--- src/rtl/midi_pkg.sv ---
// Shared MIDI constants: message-type codes, status nibbles and parser FSM states.
package midi_pkg;

   typedef enum logic [2:0] {
      MT_NOTE_OFF = 3'd0,
      MT_NOTE_ON  = 3'd1,
      MT_POLY_AT  = 3'd2,
      MT_CC       = 3'd3,
      MT_PROG     = 3'd4,
      MT_CHAN_AT  = 3'd5,
      MT_PITCH    = 3'd6
   } msg_type_e;

   localparam logic [3:0] ST_NOTE_OFF = 4'h8;
   localparam logic [3:0] ST_NOTE_ON  = 4'h9;
   localparam logic [3:0] ST_POLY_AT  = 4'hA;
   localparam logic [3:0] ST_CC       = 4'hB;
   localparam logic [3:0] ST_PROG     = 4'hC;
   localparam logic [3:0] ST_CHAN_AT  = 4'hD;
   localparam logic [3:0] ST_PITCH    = 4'hE;
   localparam logic [7:0] ST_SYS_COMMON = 8'hF0;
   localparam logic [7:0] ST_REALTIME   = 8'hF8;

   typedef enum logic [1:0] {
      S_IDLE = 2'd0,
      S_POP  = 2'd1,
      S_EMIT = 2'd2
   } state_e;

   function automatic logic [2:0] chan_type(input logic [3:0] nib);
      logic [2:0] t;
      case (nib)
         ST_NOTE_OFF: t = MT_NOTE_OFF;
         ST_NOTE_ON:  t = MT_NOTE_ON;
         ST_POLY_AT:  t = MT_POLY_AT;
         ST_CC:       t = MT_CC;
         ST_PROG:     t = MT_PROG;
         ST_CHAN_AT:  t = MT_CHAN_AT;
         ST_PITCH:    t = MT_PITCH;
         default:     t = MT_NOTE_OFF;
      endcase
      return t;
   endfunction

   // Program change and channel aftertouch carry one data byte; the rest carry two.
   function automatic logic need_two(input logic [2:0] t);
      return !((t == MT_PROG) || (t == MT_CHAN_AT));
   endfunction

endpackage

--- src/rtl/midi_msg_parser_if.sv ---
// Byte FIFO read port and decoded-message handshake of the MIDI parser.
interface midi_msg_parser_if;
   logic [7:0] byte_in;
   logic       byte_vld;
   logic       byte_rd;
   logic       msg_valid;
   logic       msg_ready;
   logic [2:0] msg_type;
   logic [3:0] msg_chan;
   logic [6:0] msg_d1;
   logic [6:0] msg_d2;
   logic       err;

   modport slave (
      input  byte_in, byte_vld, msg_ready,
      output byte_rd, msg_valid, msg_type, msg_chan, msg_d1, msg_d2, err
   );

   modport master (
      output byte_in, byte_vld, msg_ready,
      input  byte_rd, msg_valid, msg_type, msg_chan, msg_d1, msg_d2, err
   );
endinterface

--- src/rtl/midi_msg_parser.sv ---
// MIDI channel-message parser: pops bytes from a FWFT FIFO, tracks running status,
// and presents complete channel messages on a valid/ready handshake.
module midi_msg_parser
   import midi_pkg::*;
#(
   parameter bit         OMNI    = 1'b1,
   parameter logic [3:0] CHANNEL = 4'd0
) (
   input  logic             clk,
   input  logic             rst,
   midi_msg_parser_if.slave bus
);

   state_e     state_q, state_d;
   logic       rs_vld_q, rs_vld_d;
   logic [2:0] rs_type_q, rs_type_d;
   logic [3:0] rs_chan_q, rs_chan_d;
   logic       idx_q, idx_d;
   logic       sysex_q, sysex_d;
   logic [6:0] d1buf_q, d1buf_d;
   logic       done, emit, err_d;
   logic [2:0] type_d;
   logic [6:0] d1_d, d2_d;

   // Gated by rst so nothing leaves the FIFO during the reset cycle.
   assign bus.byte_rd = (state_q == S_POP) && !rst;

   always_comb begin
      state_d   = state_q;
      rs_vld_d  = rs_vld_q;
      rs_type_d = rs_type_q;
      rs_chan_d = rs_chan_q;
      idx_d     = idx_q;
      sysex_d   = sysex_q;
      d1buf_d   = d1buf_q;
      done      = 1'b0;
      emit      = 1'b0;
      err_d     = 1'b0;
      type_d    = rs_type_q;
      d1_d      = 7'd0;
      d2_d      = 7'd0;
      case (state_q)
         S_IDLE: if (bus.byte_vld && !bus.msg_valid) state_d = S_POP;
         S_POP: begin
            state_d = S_IDLE;
            if (bus.byte_in >= ST_REALTIME) begin
               // real-time bytes pass through without touching parser state
            end else if (bus.byte_in >= ST_SYS_COMMON) begin
               rs_vld_d = 1'b0;
               sysex_d  = 1'b1;
               idx_d    = 1'b0;
            end else if (bus.byte_in[7]) begin
               err_d     = idx_q;
               rs_vld_d  = 1'b1;
               rs_type_d = chan_type(bus.byte_in[7:4]);
               rs_chan_d = bus.byte_in[3:0];
               idx_d     = 1'b0;
               sysex_d   = 1'b0;
            end else if (!rs_vld_q) begin
               err_d = !sysex_q;
            end else if (!idx_q && need_two(rs_type_q)) begin
               d1buf_d = bus.byte_in[6:0];
               idx_d   = 1'b1;
            end else begin
               done  = 1'b1;
               idx_d = 1'b0;
               d1_d  = idx_q ? d1buf_q : bus.byte_in[6:0];
               d2_d  = idx_q ? bus.byte_in[6:0] : 7'd0;
               if ((rs_type_q == MT_NOTE_ON) && (d2_d == 7'd0)) type_d = MT_NOTE_OFF;
            end
            emit = done && (OMNI || (rs_chan_q == CHANNEL));
            if (emit) state_d = S_EMIT;
         end
         S_EMIT: if (bus.msg_ready) state_d = S_IDLE;
         default: state_d = S_IDLE;
      endcase
   end

   always_ff @(posedge clk) begin
      if (rst) begin
         state_q  <= S_IDLE;
         rs_vld_q <= 1'b0;
         idx_q    <= 1'b0;
         sysex_q  <= 1'b0;
      end else begin
         state_q  <= state_d;
         rs_vld_q <= rs_vld_d;
         idx_q    <= idx_d;
         sysex_q  <= sysex_d;
      end
   end

   always_ff @(posedge clk) begin
      rs_type_q <= rs_type_d;
      rs_chan_q <= rs_chan_d;
      d1buf_q   <= d1buf_d;
   end

   // Message outputs load only on emit and then hold until accepted.
   always_ff @(posedge clk) begin
      if (rst) begin
         bus.msg_valid <= 1'b0;
         bus.msg_type  <= 3'd0;
         bus.msg_chan  <= 4'd0;
         bus.msg_d1    <= 7'd0;
         bus.msg_d2    <= 7'd0;
         bus.err       <= 1'b0;
      end else begin
         bus.err <= err_d;
         if (emit) begin
            bus.msg_valid <= 1'b1;
            bus.msg_type  <= type_d;
            bus.msg_chan  <= rs_chan_q;
            bus.msg_d1    <= d1_d;
            bus.msg_d2    <= d2_d;
         end else if ((state_q == S_EMIT) && bus.msg_ready) begin
            bus.msg_valid <= 1'b0;
         end
      end
   end

endmodule

--- src/flat_wrapper.sv ---
// flat-port wrapper written by rule: the top's interface ports become plain ports
module midi_msg_parser_flat import midi_pkg::*;
#(
   parameter bit         OMNI    = 1'b1,
   parameter logic [3:0] CHANNEL = 4'd0
)
  (clk, rst, bus_byte_in, bus_byte_vld, bus_msg_ready, bus_byte_rd, bus_msg_valid, bus_msg_type, bus_msg_chan, bus_msg_d1, bus_msg_d2, bus_err);
  midi_msg_parser_if bus_i ();
  input  logic clk;
  input  logic rst;
  input wire logic [$bits(bus_i.byte_in)-1:0] bus_byte_in;
  input wire logic [$bits(bus_i.byte_vld)-1:0] bus_byte_vld;
  input wire logic [$bits(bus_i.msg_ready)-1:0] bus_msg_ready;
  output wire logic [$bits(bus_i.byte_rd)-1:0] bus_byte_rd;
  output wire logic [$bits(bus_i.msg_valid)-1:0] bus_msg_valid;
  output wire logic [$bits(bus_i.msg_type)-1:0] bus_msg_type;
  output wire logic [$bits(bus_i.msg_chan)-1:0] bus_msg_chan;
  output wire logic [$bits(bus_i.msg_d1)-1:0] bus_msg_d1;
  output wire logic [$bits(bus_i.msg_d2)-1:0] bus_msg_d2;
  output wire logic [$bits(bus_i.err)-1:0] bus_err;
  assign bus_i.byte_in = bus_byte_in;
  assign bus_i.byte_vld = bus_byte_vld;
  assign bus_i.msg_ready = bus_msg_ready;
  assign bus_byte_rd = bus_i.byte_rd;
  assign bus_msg_valid = bus_i.msg_valid;
  assign bus_msg_type = bus_i.msg_type;
  assign bus_msg_chan = bus_i.msg_chan;
  assign bus_msg_d1 = bus_i.msg_d1;
  assign bus_msg_d2 = bus_i.msg_d2;
  assign bus_err = bus_i.err;
  midi_msg_parser #(.OMNI(OMNI), .CHANNEL(CHANNEL)) u_core (.clk(clk), .rst(rst), .bus(bus_i));
endmodule
--- config.mk ---
export PLATFORM = sky130hd
export DESIGN_NAME = midi_msg_parser_flat
export DESIGN_NICKNAME = d
export VERILOG_FILES = /design/src/rtl/midi_pkg.sv /design/src/rtl/midi_msg_parser_if.sv /design/src/rtl/midi_msg_parser.sv /design/src/flat_wrapper.sv
export SDC_FILE = /design/constraint.sdc
export NUM_CORES = 1
export LEC_CHECK = 0
export ABC_AREA = 1
export BUFFER_PORTS_ARGS = -buffer_cell sky130_fd_sc_hd__clkbuf_2
export CORE_MARGIN = 2
export CORE_UTILIZATION = 48
export DETAILED_ROUTE_END_ITERATION = 16
export GPL_ROUTABILITY_DRIVEN = 0
export PLACE_DENSITY_LB_ADDON = 0.05
export SLEW_MARGIN = 20
export SYNTH_ARGS = -nofsm -noshare
export SYNTH_HDL_FRONTEND = slang
export SYNTH_SLANG_ARGS = --single-unit
--- constraint.sdc ---
create_clock -name clk -period 1.42 [get_ports clk]
set_input_delay 0.213 -clock clk [delete_from_list [all_inputs] [get_ports clk]]
set_output_delay 0.213 -clock clk [all_outputs]
set_load 0.05 [all_outputs]
# --- After elaboration in Yosys (flattened, before gate mapping) ---
# Index checks and enable logic that the tools add are counted.
word_totals:
  reg_bits: 42
  input_bits: 12
  output_inout_bits: 24
  elab_cells: 99
op_classes:
  n_lt_le_gt_ge: 2
  n_eq_ne: 13
  mux: 45
  n_bitwise: 4
  reduce_logical: 22
ops:
  columns: ["op", "count"]
  rows:
  - ["7-bit 2-to-1 mux", 14]
  - ["4-bit equality test (second input constant)", 6]
  - ["3-bit 2-to-1 mux", 7]
  - ["1-bit 2-to-1 mux", 19]
  - ["3-bit one-hot mux with 6 select lines", 1]
  - ["8-bit greater-or-equal comparator (second input constant)", 2]
  - ["7-bit zero test", 1]
  - ["3-bit equality test (second input constant)", 2]
  - ["2-bit 2-to-1 mux", 3]
  - ["2-bit one-hot mux with 3 select lines", 1]
  - ["3-bit AND reduction", 2]
  - ["6-bit AND reduction", 1]
  - ["1-bit logical AND", 5]
  - ["1-bit zero test", 5]
  - ["1-bit inverter", 4]
  - ["4-bit AND reduction", 1]
  - ["2-bit nonzero test", 2]
  - ["4-bit OR reduction", 1]
  - ["3-bit by 1-bit equality test with 1-bit output (second input constant)", 1]
  - ["3-bit nonzero test", 1]
  - ["2-bit by 1-bit equality test with 1-bit output (second input constant)", 1]
  - ["2-bit equality test (second input constant)", 1]
  - ["2-bit zero test", 1]
  - ["2-bit by 1-bit inequality test with 1-bit output (second input constant)", 1]
  - ["other kinds (3)", 3]

# --- Depth between registers and ports, before layout ---
depth:
  depth_word: 12
  depth_mapped: 8
  ltp_nobuf: 7

# --- Worst setup path before layout ---
# OpenSTA, ideal clock, no wires.
synth_path:
  path_type: "reg-to-output"
  start: "reg u_core.state_q[0]"
  end: "out bus_byte_rd"
  arrival_time_ns: 1.324
  required_ns: 1.207
  setup_slack_ns: -0.117
  stages_incl_launch_ff: 6
  n_path_buf: 1
  cell_sequence: "dfxtp_1 inv_1 nor2_4 buf_6 inv_2 nor2_1"
synth_via:
  elab_chain_len: 2
synth_lines:
  columns: ["item", "line_no", "text"]
  rows:
  - ["from (decl)", "midi_msg_parser.sv:14", "state_e state_q, state_d;"]
  - ["from (signal assigned)", "midi_msg_parser.sv:86", "state_q <= state_d;"]
  - ["2-bit by 1-bit equality test with 1-bit output", "midi_msg_parser.sv:26", "assign bus.byte_rd = (state_q == S_POP) && !rst;"]
  - ["1-bit logical AND", "midi_msg_parser.sv:26", null]
  - ["to (decl)", "flat_wrapper.sv:14", "output wire logic [$bits(bus_i.byte_rd)-1:0] bus_byte_rd;"]
# No other way between the ends.

# --- Worst setup path after layout ---
# Same ends and word-level chain as after synthesis.

==> impl_metrics.yaml <==
outcome:
  status: "finished, final reports clean"
cells_and_area:
  n_antenna_cell: 0
  final_cells: 301
  synthToLayoutAreaGrowth_pct: 25.2
  nets: 264
  drive_above_1_share_pct: 34.0
  design_area_mm2: 0.00226
yosys:
  synth_top_cell_area_share_pct: 31.1
  synth_seq_area_share_pct: 54.4
  syn-instance-count: 199
  synth.area.top_cells: "dfxtp_1 (31%), edfxtp_1 (23%), nand2_1 (9.2%)"
  yosys.area_share.simple_pct: 19.2
  avgSynthCellArea_um2: 9.07
  muxShareOfSynthArea_pct: 0
  synth.net_count: 211
  ys_ff_latch: 42
  synth_warnings: 0
  synth_top_family_by_area: "simple AND/OR/NAND/NOR gates"
  synth_xor_area_share_pct: 0
  yosysTopAreaCell: "dfxtp_1"
  synth_compound_area_share_pct: 16.2
  yosysUniqueCellTypes: 26
  syn_area_mm2: 0.00180
  synth_fa_ha_area_share_pct: 0
grt:
  grt_pass1_wl_um: 6780
  gr-total-overflow: 0
  antenna_found_initial: 0
  grt_max_degree: 25
  grt_pass1_vias: 1474
  track_usage_pct: 21.4
timing:
  worst_slack_ns: 0.0138
  setup_viol: 0
  max_slew.worst_pin.slew_ns: 0.325
  finalCritPeriodShare_pct: 99.0
  rsz0062_at_grt: "yes"
  clock_skew_ns: 0.00624
  drv_slew: 0
  slew_headroom_pct: 78.3
  fin_crit_ns: 1.41
  hold_violations: 0
  fmax_mhz: 711
clock_network:
  clkTransAtPathRegs_ns: 0.07
  cts_root_buf: "clkbuf_8"
  clock_sinks: 42
  cts_tree: "done"
  numCtsBuffers: 5
  clk_latency_ns: 0.29
  ctsLongestPathBuffers: 2
  hold_buffers: 0
  cts-htree-levels: 2
detailed_routing:
  m1WireLength_um: 1900
  vias_per_cell: 5.04
  wl_met2_um: 2030
  detail-route-antenna-nets: 0
  vias: 1516
  drcViolationCount: 0
  drt-total-wl_um: 4160
  met3WireLength_um: 176
  firstDrtPassIters: 4
  wl_per_cell_um: 13.8
  top_layer_used: "met4"
  drt_iter0_drc: 87
placed_design:
  numPortBuffers: 35
  place_hpwl_um: 2940
  dpl_cell_area_mm2: 0.00210
  dp_slack_ns: 0.0223
  place.detailed.instances: 288
power:
  internal_power_mw: 1.71
  switching_share_pct: 23.2
  leakage_nw: 0.936
  power.density_mw_per_mm2: 986
  ir_worst_vdd_uv: 746
  power_frac_comb_pct: 8.1
  clock_power_share_pct: 35.4
  pwr-share-seq_pct: 56.5
  switchingPower_uw: 517
worst_setup_path:
  ff2ff_setup_slack_ns: 0.05
  start_kind: "register"
  rr_worst_depth: 6
  reg2reg_to: "u_core.rs_type_q[0]"
  critPathKind: "reg2out"
  critPathCaptureType: "output port"
  cp.arrival_ns: 1.19
  r2r_start: "u_core.state_q[0]"
  cp_max_fo: 2
  cp.required_ns: 1.21
worst_hold_path:
  hold_class: "in2reg"
  min_path_cells: 3
  min_to: "u_core.state_q[0]"
  min_from: "bus_byte_vld"
floorplanning:
  die-width_um: 65.3
  start_util_pct: 49.7
  die_y_um: 65.3
  die_area_mm2: 0.00427
  num_rows: 22
  core_mm2: 0.00363
  ioPinCount: 36
job:
  cap_viol_max_count: 0
-- sequential cells by signal, summed over array words and instances (netlist names), 2 cells and up --
register and count:
u_core.rs_type_q 3, u_core.d1buf_q 7, u_core.bus.msg_type 3, u_core.rs_chan_q 4, u_core.bus.msg_d2 7, u_core.state_q 2
u_core.bus.msg_d1 7, u_core.bus.msg_chan 4
-- worst max-delay path by stage --
stage,from,to,slack (ns),cells after the start
2_1_floorplan,u_core.state_q[0],u_core.d1buf_q[0],0.03,7
3_3_place_gp,u_core.state_q[0],u_core.d1buf_q[6],0.07,6
3_5_place_dp,u_core.state_q[0],u_core.rs_chan_q[1],0.02,5
4_1_cts,u_core.state_q[0],bus_byte_rd,-0.07,6
5_1_grt,u_core.state_q[0],bus_byte_rd,-0.05,6
6_report,u_core.state_q[0],bus_byte_rd,0.01,6
-- per-layer routing --
layer / vias up / track usage [%]
met5: - / 0
met4: 0 / 8.59
met3: 8 / 6.16
met2: 37 / 34.8
met1: 702 / 26.8
li1: 769 / -
-- final cells by class --
cell class	instances	area [um^2]
Clock buffer	6	82.6
Clock inverter	2	12.5
Fill cell	344	1380
Inverter	29	109
Multi-Input combinational cell	119	656
Sequential cell	42	983
Tap cell	48	60.1
Timing Repair Buffer	55	355
-- Yosys cell counts (all sizes together) --
master and count:
nand2 45, inv 29, a21oi 28, dfxtp 28, edfxtp 14, o21ai 10
buf 9, a211oi 8, nand4 8, nor2 8, nand3 5, nand3b 2
nor3 2, clkbuf 1, nor4 1, o21bai 1
-- timing repair --
action,4_1_cts,5_1_grt
endpoints found under the hold margin,0,0
buffers inserted,3,1
setup endpoints to repair,1,22
gates cloned,0,1
pin swaps,2,5
gates resized for setup,7,4
-- power groups by stage --
| stage | registers [mW] | clock network, mW | logic (mW) |
|---|---|---|---|
| 6_report | 1.26 | 0.788 | 0.181 |
| 5_1_grt | 1.26 | 0.877 | 0.196 |
| 2_1_floorplan | 1.29 | 0 | 0.0832 |
| 3_5_place_dp | 1.29 | 0 | 0.160 |
| 4_1_cts | 1.26 | 0.801 | 0.173 |
| 3_3_place_gp | 1.29 | 0 | 0.157 |
-- cell families after synthesis --
kind of cell | count (synthesis)
flops | 42
buf+inv | 39
compound gates | 47
simple gates | 71
-- through the flow --
step	power, mW	TNS (ns)	hold WS (ns)	utilization [%]
final	2.23	0	0.160	62.2
after global routing	2.33	-0.137	0.155	62.2
after CTS	2.23	-0.0728	0.152	61.5
after detailed placement	1.45	0	0.409	57.7
after global placement	1.44	0	0.406	57.7
after floorplan	1.37	0	0.312	-
-- cell usage in the layout, fill, tap and decap left out --
master,netlist,final
nor2_1,5,4
buf_8,0,1
buf_4,1,17
inv_2,4,7
a21oi_2,1,1
a211oi_1,2,2
a211oi_2,6,6
nand3_2,0,1
nand3b_1,2,2
nand2_1,44,44
dfxtp_1,28,26
nand2_2,1,1
nand3_4,1,1
o21ai_0,10,10
clkinvlp_4,0,1
nor3_1,2,2
clkinv_2,0,1
nand4_1,8,8
nand3_1,4,4
nor2_8,1,1
clkbuf_2,0,34
inv_1,25,22
buf_6,4,2
nor2_4,1,2
buf_12,0,1
nor2_2,1,1
a21oi_1,27,27
dfxtp_2,0,2
nor4_1,1,1
clkbuf_8,0,6
o21bai_1,1,1
edfxtp_1,14,14
-- critical path: stages, from the launching register on --
cell     delay (ns)
dfxtp_2        0.34
inv_2          0.05
nor2_4         0.10
inv_2          0.05
buf_6          0.12
nor2_4         0.09
buf_8          0.15
(Power assumes the default switching activity.)
